File: src/rtl/csa_accum_ctrl_if.sv
// csa_accum_ctrl_if: operand stream in, result handshake out
interface csa_accum_ctrl_if #(
    parameter int WIDTH     = 8,
    parameter int OUT_WIDTH = 12
);
    logic                 in_valid;
    logic                 in_ready;
    logic [WIDTH-1:0]     in_data;
    logic                 out_valid;
    logic                 out_ready;
    logic [OUT_WIDTH-1:0] Sum;
    logic                 Co;
    modport master (output in_valid, in_data, out_ready, input in_ready, out_valid, Sum, Co);
    modport slave  (input in_valid, in_data, out_ready, output in_ready, out_valid, Sum, Co);
endinterface

File: src/rtl/csa_accum_ctrl.sv
// csa_accum_ctrl: serial carry-save multi-operand accumulator, optional abort via CSA_ACCUM_ABORT_EN
module csa_accum_ctrl #(
    parameter int WIDTH     = 8,
    parameter int NUM_OPS   = 10,
    parameter int OUT_WIDTH = 12
) (
    input  logic                  clk,
    input  logic                  rst,
    input  logic                  start,
`ifdef CSA_ACCUM_ABORT_EN
    input  logic                  abort,
`endif
    output logic                  busy,
    output logic [7:0]            op_count,
    csa_accum_ctrl_if.slave       bus
);
    localparam int W = OUT_WIDTH + 1;
    typedef enum logic [1:0] {IDLE, ACCUM, RESOLVE, DONE} state_t;
    state_t state, nxt;
    logic [W-1:0] s, c, x;
    logic hs, last, kill;
    assign x = W'(bus.in_data);
`ifdef CSA_ACCUM_ABORT_EN
    assign kill = abort && (state == ACCUM || state == RESOLVE);
`else
    assign kill = 1'b0;
`endif
    // an aborted cycle's handshake is dropped
    assign hs   = bus.in_valid && bus.in_ready && !kill;
    assign last = hs && op_count == 8'(NUM_OPS - 1);
    always_ff @(posedge clk)
        state <= rst ? IDLE : nxt;
    always_comb begin
        nxt = state;
        unique case (state)
            IDLE:    nxt = start ? ACCUM : IDLE;
            ACCUM:   nxt = last ? RESOLVE : ACCUM;
            RESOLVE: nxt = DONE;
            DONE:    nxt = bus.out_ready ? IDLE : DONE;
        endcase
        if (kill) nxt = IDLE;
    end
    always_comb begin
        bus.in_ready  = state == ACCUM;
        bus.out_valid = state == DONE;
        busy          = state != IDLE;
    end
    always_ff @(posedge clk) begin
        if (rst) begin
            s        <= '0;
            c        <= '0;
            op_count <= '0;
            bus.Sum  <= '0;
            bus.Co   <= 1'b0;
        end else if (kill || (state == IDLE && start)) begin
            s        <= '0;
            c        <= '0;
            op_count <= '0;
        end else if (hs) begin
            s        <= s ^ c ^ x;
            c        <= ((s & c) | (s & x) | (c & x)) << 1;
            op_count <= op_count + 8'd1;
        end else if (state == RESOLVE) begin
            {bus.Co, bus.Sum} <= s + c;
        end
    end
endmodule
File: src/flat_wrapper.sv
// flat-port wrapper written by rule: the top's interface ports become plain ports
module csa_accum_ctrl_flat 
#(
    parameter int WIDTH     = 8,
    parameter int NUM_OPS   = 10,
    parameter int OUT_WIDTH = 12
)
  (clk, rst, start, busy, op_count, bus_in_valid, bus_in_data, bus_out_ready, bus_in_ready, bus_out_valid, bus_Sum, bus_Co);
  csa_accum_ctrl_if #(.WIDTH(WIDTH), .OUT_WIDTH(OUT_WIDTH)) bus_i ();
  input  logic clk;
  input  logic rst;
  input  logic start;
  output logic busy;
  output logic [7:0] op_count;
  input wire logic [$bits(bus_i.in_valid)-1:0] bus_in_valid;
  input wire logic [$bits(bus_i.in_data)-1:0] bus_in_data;
  input wire logic [$bits(bus_i.out_ready)-1:0] bus_out_ready;
  output wire logic [$bits(bus_i.in_ready)-1:0] bus_in_ready;
  output wire logic [$bits(bus_i.out_valid)-1:0] bus_out_valid;
  output wire logic [$bits(bus_i.Sum)-1:0] bus_Sum;
  output wire logic [$bits(bus_i.Co)-1:0] bus_Co;
  assign bus_i.in_valid = bus_in_valid;
  assign bus_i.in_data = bus_in_data;
  assign bus_i.out_ready = bus_out_ready;
  assign bus_in_ready = bus_i.in_ready;
  assign bus_out_valid = bus_i.out_valid;
  assign bus_Sum = bus_i.Sum;
  assign bus_Co = bus_i.Co;
  csa_accum_ctrl #(.WIDTH(WIDTH), .NUM_OPS(NUM_OPS), .OUT_WIDTH(OUT_WIDTH)) u_core (.clk(clk), .rst(rst), .start(start), .busy(busy), .op_count(op_count), .bus(bus_i));
endmodule
File: config.mk
export PLATFORM = sky130hd
export DESIGN_NAME = csa_accum_ctrl_flat
export DESIGN_NICKNAME = d
export VERILOG_FILES = /design/src/rtl/csa_accum_ctrl_if.sv /design/src/rtl/csa_accum_ctrl.sv /design/src/flat_wrapper.sv
export SDC_FILE = /design/constraint.sdc
export NUM_CORES = 1
export LEC_CHECK = 0
export BUFFER_PORTS_ARGS = -buffer_cell sky130_fd_sc_hd__buf_2
export CORE_MARGIN = 2
export CORE_UTILIZATION = 60
export DETAILED_ROUTE_END_ITERATION = 12
export GPL_TIMING_DRIVEN = 0
export PLACE_DENSITY = 0.95
export SETUP_SLACK_MARGIN = 0.1
export SLEW_MARGIN = 25
export SYNTH_ARGS = -nofsm -noshare
export SYNTH_HDL_FRONTEND = slang
export SYNTH_SLANG_ARGS = --single-unit
File: constraint.sdc
create_clock -name clk -period 2.8 [get_ports clk]
set_clock_uncertainty 0.05 [all_clocks]
set_input_delay 0.56 -clock clk [delete_from_list [all_inputs] [get_ports clk]]
set_output_delay 0.56 -clock clk [all_outputs]
set_load 0.005 [all_outputs]
* Word level (Yosys, flattened, before mapping)
Cells that the tools add are included.
** Storage, ports and cells
- Output and inout port bits :: 24
- Word-level logic and storage cells :: 32
- Input bits :: 13
- Bits in registers :: 48
** Cells by class
- Equality and inequality tests :: 4
- Muxes and demuxes :: 4
- $add $sub $neg :: 2
- Reductions and logical operators :: 7
- Bitwise gates (word level) :: 9
** Operators by type and width (count)
- 12-bit by 8-bit bitwise AND with 12-bit output :: 2
- 12-bit OR :: 2
- 13-bit adder :: 1
- 13-bit bitwise XOR :: 1
- 13-bit by 8-bit bitwise XOR with 13-bit output :: 1
- 12-bit bitwise AND :: 1
- 8-bit by 1-bit adder with 8-bit output, second input constant :: 1
- 8-bit by 4-bit equality test with 1-bit output, second input constant :: 1
- 2-bit one-hot mux with 4 select lines :: 1
- 2-bit equality test, second input constant :: 2
- 2-bit 2-to-1 mux :: 2
- 1-bit logical AND :: 3
- 3-bit AND reduction :: 1
- 2-bit by 1-bit equality test with 1-bit output, second input constant :: 1
- 2-bit logical NOT :: 1
- 1-bit inverter :: 2
- 2-bit nonzero test :: 1
- 2-bit OR reduction :: 1
- 1-bit 2-to-1 mux :: 1

* Depth between registers and ports, before layout
- Depth in word-level cells :: 5
- Gate-level depth with buffers :: 7

* Least setup slack after synthesis
OpenSTA, ideal clock, no wires.
- Path kind :: register -> register
- Start :: register u_core.c[1]
- End :: register u_core.bus.Sum[9]
- Data arrival time :: 1.706 ns
- Period minus slack after synthesis :: 1.875 ns
- Cell stages (with the launch flop) :: 7
- Library setup time :: 0.120 ns
- Required time :: 2.630 ns
- Path slack :: 0.925 ns
- Path through :: dfxtp_1 ha_1 fa_1 a211o_1 o211ai_2 a211oi_1 a211o_1
** Between the ends
- Cells in the longest elaborated chain, start to end :: 1
** Ends and longest elaborated chain
- from (decl) :: line csa_accum_ctrl.sv:20 : logic [W-1:0] s, c, x;
- from (signal assigned) :: line csa_accum_ctrl.sv:61 : c <= ((s & c) | (s & x) | (c & x)) << 1;
- 13-bit adder :: line csa_accum_ctrl.sv:64 : {bus.Co, bus.Sum} <= s + c;
- to (signal assigned) :: line csa_accum_ctrl.sv:64
- to (decl) :: line csa_accum_ctrl_if.sv:14 : modport slave (input in_valid, in_data, out_ready, output in_ready, out_valid, Sum, Co);
No other way between the ends.
A chain may end at the register's enable or synchronous reset.

* Worst setup path after layout
Ends and elaborated chain as after synthesis.

==> results.tsv <==
stage	metric	value	unit
min_path	worst hold start	u_core.bus.Sum[8]	
floorplanning	FP Rows	23	
route	Routed Antenna Nets	0	
cts	worst skew pair latency	310	ps
synthesis	synthesized flop and latch total	48	
critical_path	crit path max fanout	3	
timing	max frequency	492	MHz
critical_path	Buf/Inv on CP	0	
synthesis	Avg Cell Area, Syn	8.61	µm²
cts	Root Driver	clkbuf_8	
synthesis	Async SR Flop Fraction	0	
floorplanning	CORE AREA	3970	µm²
critical_path	endpoint class of the critical path	flop	
synthesis	most frequent cell after synthesis	nand2_1	
cts	clock transition at the registers of the reported paths	90	ps
cells_and_area	share of post-route cells with drive strength above 1	0.194	
route	Via density	5.69	
power_and_ir_drop	leakage	1.23	nW
critical_path	most used cell, CP	a211o_1	
power_and_ir_drop	combinational power share	0.070	
critical_path	worst path required time	2960	ps
critical_path	reg2reg start	u_core.c[1]	
synthesis	largest family of logic cells by synthesized area	simple AND/OR/NAND/NOR gates	
route	WL per Instance	14.7	µm
timing	period utilization	0.725	
global_route	antenna violations before repair	0	
global_route	vias in the first global route	2023	
critical_path	Critical Path Source Type	flop	
synthesis	Post-synth top cells	71 x nand2_1, 48 x dfxtp_1, 36 x a21oi_1	
synthesis	Synth Area in Compound Gates	0.172	
route	DRT Pass-1 Iters	5	
route	DRC Markers	0	
global_route	Total GRT Usage	0.257	
floorplanning	Starting Density	0.622	
synthesis	Mapped Nets	322	
synthesis	sequential area share after synthesis	0.389	
critical_path	CP max stage cell	fa_1	
power_and_ir_drop	PD cells	432	nW/µm²
floorplanning	Die Span X	68.2	µm
power_and_ir_drop	Pint	0.916	mW
cts	CTS Hold Buffers Added	0	
placement	dpl hpwl	4030	µm
placement	Port Buffers	35	
power_and_ir_drop	Psw	0.295	mW
floorplanning	Die ar.	4650	µm²
timing	TNS Setup	0	ps
critical_path	Critical Path Max Stage Delay	450	ps
cells_and_area	Finished Layout Cells	380	
floorplanning	die height	68.2	µm
synthesis	count of cell types in the netlist	43	
cts	CTS tree	built	
synthesis	area leader, netlist	dfxtp_1	
critical_path	crit path kind	flop to flop	
timing	RSZ-0062 raised after global routing	no	
synthesis	post-synthesis mux area share	0	
critical_path	WP data arrival	2190	ps
power_and_ir_drop	Clk pwr share	0.357	
synthesis	post-synthesis simple-gate area fraction	0.213	
route	Post-Route WL	5580	µm
cells_and_area	P&R area growth vs syn	13.4	%
cells_and_area	Antenna Cells	0	
power_and_ir_drop	Worst IR Drop VDD	0.277	mV
global_route	largest net degree at the start of global routing	15	
timing	# setup viols final	0	
synthesis	EDFF count, synth	0	
critical_path	CP Cell Sequence	ha_1, fa_1, a211o_1, o211ai_2, a211oi_1, a211o_1	
synthesis	synthesis warning total	0	
global_route	first-pass GRT wire length	8870	µm
cts	TritonCTS Buffers	5	
cts	Setup Buffers After CTS	0	
timing	endpoints failing hold	0	
flow_run	Max Cap Viol	0	
cts	CTS H-tree lvls	2	
synthesis	adder-cell area share of the yosys netlist	0.136	
status	outcome	finished clean	
synthesis	top cell type's share of synthesized area	0.389	
cts	clock buffer depth	2	
floorplanning	Ports	37	
power_and_ir_drop	switching part of the total	0.244	
global_route	total gr overflow	0	
critical_path	Top delay family on crit path	compound AO/OA/AOI/OAI gates	
timing	Tmin final	2030	ps
power_and_ir_drop	Reg power frac	0.573	
critical_path	Critical Path Source	u_core.c[1]	
placement	placed cells	372	
synthesis	synth top area cells	dfxtp_1 39%, nand2_1 11%, a21oi_1 7.3%	
route	DR iter-0 viols	237	
placement	GP Congestion	0.882	
cts	CTS resizes	0	
timing	relative slew slack	0.685	
synthesis	Most used DFF post-synth	dfxtp_1	
min_path	Hold Path Class	flop to flop	
cells_and_area	Final #Nets	364	
timing	max-slew violations	0	
synthesis	cell area after synthesis	2470	µm²
synthesis	Synth Area in XOR/XNOR	0.0496	
timing	Worst-Margin Slew	472	ps
cts	clock sinks	48	
route	via count	2162	
synthesis	Gate Count Post-Synth	287	
## routing by layer
metal / track usage / share of wire
met1: 0.314 / 0.43
met2: 0.424 / 0.50
met3: 0.0707 / 0.052
met4: 0.110 / 0.020
met5: 0 / 0
## final timing paths
check	end	slack (ps)	cells after the start
setup / recovery	u_core.bus.Sum[9]	770	6
hold / removal	u_core.bus.Sum[8]	410	2
setup reg to reg	u_core.bus.Sum[9]	770	6
hold reg to reg	u_core.bus.Sum[8]	410	2
## layout make-up
class / count / area, µm²
Fill cell: 298 / 1170
Clock buffer: 6 / 82.6
Sequential cell: 48 / 961
Inverter: 3 / 11.3
Buffer: 16 / 90.1
Timing Repair Buffer: 35 / 175
Tap cell: 50 / 62.6
Clock inverter: 2 / 10.0
Multi-Input combinational cell: 220 / 1410
## cells by family after synthesis
logic type      Yosys count
xor+xnor                 14
buf+inv                  19
compound gates           64
simple gates            120
flops                    48
fa+ha+maj                22
## power groups by stage
stage | registers (mW) | clock network (mW) | logic, mW
after global placement | 0.710 | 0 | 0.0811
after CTS | 0.694 | 0.432 | 0.0846
after floorplan | 0.709 | 0 | 0.0539
final | 0.694 | 0.432 | 0.0851
after detailed placement | 0.710 | 0 | 0.0837
after global routing | 0.695 | 0.463 | 0.0943
## placed cells by master (no fill, tap or decap), drive strengths merged, types with 2 or more instances in the layout
| cell type | netlist | routed |
|---|---|---|
| nand2 | 71 | 71 |
| dfxtp | 48 | 48 |
| buf | 12 | 47 |
| a21oi | 36 | 36 |
| nor2 | 18 | 18 |
| ha | 14 | 14 |
| nand3 | 11 | 11 |
| clkbuf | 4 | 10 |
| xor2 | 9 | 9 |
| fa | 8 | 8 |
| xnor2 | 5 | 5 |
| a21o | 5 | 5 |
| o21ai | 5 | 5 |
| nand4 | 4 | 4 |
| a211oi | 4 | 4 |
| inv | 3 | 3 |
| a211o | 3 | 3 |
| o211ai | 3 | 3 |
| nor2b | 2 | 2 |
| and3 | 2 | 2 |
| o31ai | 2 | 2 |
| nor3 | 2 | 2 |
| nor4b | 2 | 2 |
| clkinv | 0 | 2 |
| a41oi | 2 | 2 |
## through the flow
step / util / hold slack (ps) / worst slack (ps) / power [mW] / cell area, µm²
3_5_place_dp: 0.682 / 394 / 790 / 0.794 / 2710
4_1_cts: 0.705 / 405 / 771 / 1.21 / 2800
3_3_place_gp: 0.682 / 386 / 829 / 0.791 / 2710
2_1_floorplan: - / 390 / 925 / 0.763 / 2470
5_1_grt: 0.705 / 433 / 671 / 1.25 / 2800
6_report: 0.705 / 406 / 769 / 1.21 / 2800
## registers in the layout (all words and copies together), names as in the netlist
name	flops
u_core.s	13
u_core.bus.Sum	12
u_core.c	12
u_core.op_count	8
u_core.state	2
u_core.bus.Co	1
## worst min-delay path, cell delays in order, from the launching register on
cell     delay (ps)
dfxtp_1         320
nand2_1          50
a21oi_1          50
(Power assumes the default switching activity.)
